<file path="config.mk">
export PLATFORM = sky130hd
export DESIGN_NAME = cgra_ctx_scheduler
export DESIGN_NICKNAME = d
export VERILOG_FILES = /design/src/rtl/cgra_ctx_scheduler.sv
export SDC_FILE = /design/constraint.sdc
export NUM_CORES = 1
export LEC_CHECK = 0
export CORE_AREA = 3 3 94 96
export CTS_CLUSTER_DIAMETER = 50
export DETAILED_ROUTE_END_ITERATION = 7
export DIE_AREA = 0 0 97 99
export SYNTH_ARGS = -nofsm -noshare
export SYNTH_HDL_FRONTEND = slang
export SYNTH_SLANG_ARGS = --single-unit
</file>
<file path="constraint.sdc">
create_clock -name CLK -period 4.1 [get_ports CLK]
set_input_delay 0.615 -clock CLK [delete_from_list [all_inputs] [get_ports CLK]]
set_output_delay 0.615 -clock CLK [all_outputs]
set_load 0.02 [all_outputs]
</file>
<file path="src/rtl/cgra_ctx_scheduler.sv">
// Context scheduler for the 3x3 PE array: walks the context RAM through the
// loop body, strobes start one cycle after each read, then drains and reports done.
module cgra_ctx_scheduler #(
  parameter int CTX_AW       = 5,
  parameter int ITER_W       = 16,
  parameter int DRAIN_CYCLES = 3
) (
  input  logic              CLK,
  input  logic              RST,
  input  logic              go,
  input  logic [CTX_AW-1:0] cfg_last_ctx,
  input  logic [ITER_W-1:0] cfg_iters,
  input  logic              stall,
  input  logic              abort,
  output logic [CTX_AW-1:0] ctx_addr,
  output logic              ctx_rd_en,
  output logic              start,
  output logic [ITER_W-1:0] iter_idx,
  output logic              busy,
  output logic              done,
  output logic              aborted
);

  localparam int DW = (DRAIN_CYCLES < 1) ? 1 : $clog2(DRAIN_CYCLES + 1);

  typedef enum logic [1:0] {IDLE, ISSUE, DRAIN, DONE} state_e;

  state_e            state_q, state_d;
  logic [CTX_AW-1:0] addr_q, addr_d;
  logic [CTX_AW-1:0] last_q, last_d;
  logic [ITER_W-1:0] iter_q, iter_d;
  logic [ITER_W-1:0] iters_q, iters_d;
  logic [DW-1:0]     drain_q, drain_d;
  logic              start_q, start_d;
  logic              aborted_q, aborted_d;
  logic              rd_en;

  assign rd_en = (state_q == ISSUE) && !stall;

  always_comb begin
    state_d   = state_q;
    addr_d    = addr_q;
    last_d    = last_q;
    iter_d    = iter_q;
    iters_d   = iters_q;
    drain_d   = drain_q;
    start_d   = rd_en;
    aborted_d = 1'b0;

    case (state_q)
      IDLE: begin
        if (go) begin
          last_d  = cfg_last_ctx;
          iters_d = cfg_iters;
          addr_d  = '0;
          iter_d  = '0;
          state_d = (cfg_iters != '0) ? ISSUE : DONE;
        end
      end
      ISSUE: begin
        if (!stall) begin
          if (addr_q == last_q) begin
            // Final issue of the final iteration: hold address and index for drain.
            if (iter_q == iters_q - ITER_W'(1)) begin
              state_d = DRAIN;
              drain_d = DW'(DRAIN_CYCLES);
            end else begin
              addr_d = '0;
              iter_d = iter_q + ITER_W'(1);
            end
          end else begin
            addr_d = addr_q + CTX_AW'(1);
          end
        end
      end
      DRAIN: begin
        if (!stall) begin
          drain_d = drain_q - DW'(1);
          if (drain_q <= DW'(1)) begin
            state_d = DONE;
          end
        end
      end
      DONE: begin
        state_d = IDLE;
      end
      default: state_d = IDLE;
    endcase

    // Abort overrides everything, including stall, once a run is under way.
    if (abort && (state_q != IDLE)) begin
      state_d   = IDLE;
      addr_d    = '0;
      iter_d    = '0;
      drain_d   = '0;
      start_d   = 1'b0;
      aborted_d = 1'b1;
    end
  end

  always_ff @(posedge CLK or posedge RST) begin
    if (RST) begin
      state_q   <= IDLE;
      addr_q    <= '0;
      last_q    <= '0;
      iter_q    <= '0;
      iters_q   <= '0;
      drain_q   <= '0;
      start_q   <= 1'b0;
      aborted_q <= 1'b0;
    end else begin
      state_q   <= state_d;
      addr_q    <= addr_d;
      last_q    <= last_d;
      iter_q    <= iter_d;
      iters_q   <= iters_d;
      drain_q   <= drain_d;
      start_q   <= start_d;
      aborted_q <= aborted_d;
    end
  end

  assign ctx_addr  = addr_q;
  assign ctx_rd_en = rd_en;
  assign start     = start_q;
  assign iter_idx  = iter_q;
  assign busy      = (state_q == ISSUE) || (state_q == DRAIN);
  // An abort arriving in DONE suppresses the completion pulse.
  assign done      = (state_q == DONE) && !abort;
  assign aborted   = aborted_q;

endmodule

</file>
-- Word-level counts from Yosys, hierarchy flattened
Index checks and enable logic that the tools add are counted.
- register bits after elaboration: 48
- output and inout bits: 26
- logic and storage cells: 71
- add/sub/neg operators: 4
- order comparisons: 1
- equality and inequality tests: 13
- multiplexer cells: 29
- reduce and logical (&&, ||, !) cells: 16
- operators with widths (operator ; count):
    two-way mux 16 bit ; 5
    case mux 16 bit (2 select lines) ; 1
    two-way mux 2 bit ; 13
    two-way mux 5 bit ; 5
    adder 16 x 1 -> 16 bit (second input constant) ; 1
    equality test 16 bit ; 1
    nonzero test 16 bit ; 1
    subtractor 16 x 1 -> 16 bit (second input constant) ; 1
    case mux 5 bit (2 select lines) ; 1
    AND reduction 5 bit ; 2
    != test 3 bit (second input constant) ; 3
    case mux 2 bit (4 select lines) ; 1
    != test 3 x 1 -> 1 bit (second input constant) ; 2
    != test 3 x 2 -> 1 bit (second input constant) ; 2
    AND reduction 6 bit ; 1
    nonzero test 3 bit ; 2
    adder 5 x 1 -> 5 bit (second input constant) ; 1
    equality test 5 bit ; 1
    equality test 2 bit (second input constant) ; 2
    != test 4 x 3 -> 1 bit (second input constant) ; 1
    case mux 2 bit (2 select lines) ; 1
    AND reduction 4 bit ; 1
    logical AND 1 bit ; 3
    equality test 2 x 1 -> 1 bit (second input constant) ; 1
    8 further kinds ; 10

-- Longest topological paths before layout
- depth in word-level cells: 7
- mapped depth: 13

-- Worst setup path after synthesis
OpenSTA, ideal clock, no wires.
- path kind: reg2reg
- start: register iters_q[0]
- end: register drain_q[1]
- setup time: 131 ps
- arrival time: 2921 ps
- required time: 3969 ps
- setup slack: 1047 ps
- cell stages (with the launch flop): 13
- clock period less this slack: 3053 ps
- cells stage by stage: dfrtp_1 > inv_1 > ha_1 > or4b_1 > buf_2 > or3_1 > a22o_1 > nor4_2 > and4_1 > buf_6 > nand3_2 > nand4_1 > or3b_1
- cells in the longest elaborated chain, start to end: 4
- RTL lines (item ; RTL line ; source):
    from (decl) ; 32 ; logic [ITER_W-1:0] iters_q, iters_d;
    from (signal assigned) ; 116 ; iters_q <= iters_d;
    subtractor 16 x 1 -> 16 bit ; 64 ; if (iter_q == iters_q - ITER_W'(1)) begin
    equality test 16 bit ; 64 ;
    != test 3 x 1 -> 1 bit (no source line) ; - ;
    AND reduction 5 bit (no source line) ; - ;
    to (signal assigned) ; 117 ; drain_q <= drain_d;
    to (decl) ; 33 ; logic [DW-1:0] drain_q, drain_d;
No other way between the ends.
A chain may end at the register's enable or synchronous reset.

-- Worst setup path after layout
- start: register iters_q[0]
- end: register iter_q[5] (netlist: iter_idx[5])
- cells in the longest elaborated chain, start to end: 4
- RTL lines (item ; RTL line ; source):
    subtractor 16 x 1 -> 16 bit ; 64 ;
    equality test 16 bit ; 64 ;
    != test 3 x 2 -> 1 bit (no source line) ; - ;
    AND reduction 5 bit (no source line) ; - ;
    to (signal assigned) ; 115 ; iter_q <= iter_d;
    to (decl) ; 31 ; logic [ITER_W-1:0] iter_q, iter_d;
No other way between the ends.

==> results.md <==
- The flow ran to the end, and the final reports show no timing, DRC or antenna violations.
- The net count of the finished layout is 416.
- The peak per-stage delay on the critical path is 0.56 ns.
- The number of distinct standard cells referenced by the synthesized netlist is 68.
- The floorplan has 33 rows.
- For this run, asynchronously set or reset flops after synthesis account for 100%.
- The mapped netlist covers 0.00324 mm2.
- The post-CTS resize count is 0.
- Summed over all layers, the routed wires come to 8.00 mm.
- Dividing total power by cell area gives a power density of 590 mW/mm2.
- The detail-routed net length per standard cell is 16.4 um.
- Entering global routing, the biggest net connects 49 pins.
- The share of post-route cells with drive strength above 1 is 13.6%.
- The signal on the critical path passes through inv_1 > ha_1 > or4b_1 > or3_1 > a22o_1 > nor4_2 > and4_1 > a21oi_2 > a32o_1 > a31o_2.
- The library cells used most frequently in the layout, excluding fill and tap cells, are clkdlybuf4s50_1 (51), dfrtp_1 (48), nor2_1 (25), nand2_1 (21), mux2_2 (21).
- Fill cells in the final layout number 818.
- After synthesis the netlist holds a flip-flop and latch count of 48.
- At the placement stage, the worst setup path has a slack of 0.683 ns.
- The detailed placer's ending HPWL is 5.92 mm.
- The most used flip-flop cell after synthesis is dfrtp_1.
- The initial DRC count is 142.
- The number of buffer and inverter instances along the worst setup path is 1.
- Of the post-synthesis cell area, the dominant cell type holds 37.1%.
- Setup repair after global routing left no endpoint under its margin.
- The worst-case reg-to-reg path depth is 10.
- The critical path capture point type is a register.
- The count of nets left with antenna violations once routing finished came out at 0.
- The number of global-route vias before repair is 2648.
- The yosys synthesis warning count is 0.
- The library cell with the largest summed area after synthesis is dfrtp_1.
- In this run, CTS created clock tree buffers numbering 5.
- The port buffer count is 51.
- The clock transition time at the flip-flop clock pins of the worst setup and hold paths is 0.10 ns.
- The finished layout holds 488 standard cells, fillers aside.
- The headroom to the max-slew limit is 30.3%.
- The die covers 0.00960 mm2.
- The initial core utilization is 39.8%.
- The final critical path time including I/O delays and setup is 3.44 ns.
- Counting flops with a built-in enable in the synthesized netlist gives 0.
- Data on the critical path arrives at its endpoint at 3.65 ns.
- Counting along the longest clock path gives a buffer depth of 2.
- The synthesis-to-layout area growth is 20.3%.
- After global routing the overflow that remains totals 0.
- The standard cell core area is 0.00813 mm2.
- The pin slew with the least headroom to its limit is 1.04 ns.
- Counting instances, the worst hold path has a depth of 1.
- The count of final hold-check violations was 0.
- The max-slew violation total from the final report is 0.
- For the worst setup path, the data required time is 4.31 ns.
- Of all nets on the critical path, the largest fanout is 13.
- IR analysis of the VDD net gives a maximum drop of 0.000353 V.
- Max-cap violations in this run came to 0.
- The placed cell count is 480.
- The highest attainable clock frequency is 0.291 GHz.
- The share of the clock period used by the worst path is 84.0%.
- Setup slack on the critical path of the routed design comes to 0.658 ns.
- The number of design rule violations left after detail routing is 0.
- The reg-to-reg setup timing slack is 0.66 ns.
- For this design the static power due to leakage is 1.56 nW.
- The sum of negative setup slack is 0 ns.
- Routability-driven placement finished with a final weighted congestion of 0.822.
- STA classifies the critical path startpoint as a register.
- The final route contains 2747 vias.
- The first global-routing pass estimated 13.1 mm of wire.
- The hold path startpoint is last_q[3].
- In this run the critical register-to-register path is captured at iter_idx[5].
- The number of nets in the synthesized netlist is 372.
- The most frequent standard cell in the layout excluding fill and tap cells is clkdlybuf4s50_1.
- The first detailed-routing pass ran for 4 iterations.
- The post-CTS setup-driven buffer insertion count is 0.
- The CTS tree is yes.
- The clock latency reported for the late side of the worst-skew pair is 0.31 ns.
- The depth of the CTS H-tree is 2.
- The number of antenna violations at the first check in global routing was 0.
- Sequential cells were found to cover 37.1% of the synthesized design area.
- The launch point of the worst reg-to-reg path is iters_q[0].
- Across every metal layer, demand over resource in global routing totals 16.6%.
- The via density per instance is 5.63.
- Pin placement for this block handled 52 I/O pins.
- The cell count after synthesis is 338.
- Tracing the worst setup path back leads to its startpoint at iters_q[0].
- The startpoint-to-endpoint class of the critical path is register to register.
- The cell at the slowest stage of the critical path is or4b_1.
- The antenna diode count is 0.
- The final count of negative-setup-slack endpoints is 0.
- The top cell family by delay on the critical path is simple AND/OR/NAND/NOR gates.
- The path with the worst hold slack has its endpoint at last_q[3].
- The root buffer cell chosen for the clock tree is clkbuf_8.
- The average instance area after synthesis is 9.58 um2.
- The path type of the worst min-delay path is register to register.
- The number of clock sinks is 48.
- The die boundary height is 99 um.
- In the post-synthesis netlist, the biggest area contributors are dfrtp_1 (37%), mux2_2 (7.3%), xor2_1 (3.5%).
- The clock arrives with 0.0108 ns of skew.
- The number of hold buffers added after CTS was 0.
- The die is 97 um wide.
metal layers:
layer | part of all wire (%) | track usage, % | up-vias | wire, um
li1 | - | - | 1333 | -
met1 | 47 | 22.7 | 1334 | 3780
met2 | 47 | 27.1 | 71 | 3770
met3 | 4.2 | 2.90 | 9 | 339
met4 | 1.3 | 4.97 | 0 | 104
met5 | 0 | 0 | - | 0
state kept, by name, indices dropped and copies added (netlist names):
signal and flops:
last_q 5, iter_idx 16, aborted 1, start 1, iters_q 16, drain_q 2
state_q 2, ctx_addr 5
final cells by class:
type / count / area [um2] / area share (%)
Clock buffer: 5 / 68.8 / 1.77
Inverter: 18 / 67.6 / 1.73
Multi-Input combinational cell: 256 / 1860 / 47.7
Tap cell: 105 / 131 / 3.37
Sequential cell: 48 / 1200 / 30.8
Clock inverter: 3 / 42.5 / 1.09
Timing Repair Buffer: 53 / 526 / 13.5
worst max path at each step:
stage                     slack (ns)  cells after the start      endpoint
final                           0.66                     10   iter_idx[5]
after global routing            0.44                     10  iter_idx[14]
after CTS                       0.66                     10   iter_idx[5]
after detailed placement        0.68                     10   iter_idx[5]
after global placement          0.75                     10   iter_idx[5]
after floorplan                 1.05                     12    drain_q[1]
cells in the mapped netlist, drive strengths merged (3+ instances only):
master	n
xnor2	11
o21ai	15
a31oi	3
and3	4
inv	18
buf	9
a211oi	4
a21o	3
and4	3
mux2i	6
nand3	16
or3	8
a21oi	14
nand2b	3
nor4b	4
clkbuf	7
a31o	5
nor3	9
or4	6
nand2	21
mux2	22
dfrtp	48
xor2	13
ha	8
a32o	3
nor4	7
nor2	25
nand4	8
worst register-to-register path, stage by stage, from the launching register on:
cell and delay, ns:
dfrtp_1 0.43, inv_1 0.07, ha_1 0.18, or4b_1 0.56, or3_1 0.39, a22o_1 0.25, nor4_2 0.29, and4_1 0.45
a21oi_2 0.24, a32o_1 0.29, a31o_2 0.20
through the flow:
step           cell area [um2]  total power [mW]  hold WS, ns  utilization, %
3_3_place_gp              3790              1.94        0.508            46.5
6_report                  3900              2.30        0.532            47.9
3_5_place_dp              3790              1.96        0.515            46.5
5_1_grt                   3900              2.48        0.560            47.9
2_1_floorplan             3240              1.65        0.500               -
4_1_cts                   3900              2.31        0.539            47.9
power breakdown:
part | switching [mW] | internal (mW) | leakage (nW) | total [mW]
logic | 0.613 | 0.511 | 0.888 | 1.12
registers | 0.193 | 0.629 | 0.613 | 0.822
clock network | 0.172 | 0.181 | 0.0541 | 0.353
cells by family (layout without fill, tap and decap cells):
| kind of cell | count (synthesis) | after routing | synth area share (%) |
|---|---|---|---|
| xor+xnor | 24 | 24 | 6.49 |
| mux | 28 | 28 | 9.62 |
| fa+ha+maj | 8 | 8 | 3.09 |
| buf+inv | 34 | 79 | 5.48 |
| compound gates | 67 | 67 | 15.2 |
| simple gates | 129 | 129 | 23.0 |
| flops | 48 | 48 | 37.1 |
Note: power is estimated with default switching activity, not from simulation.
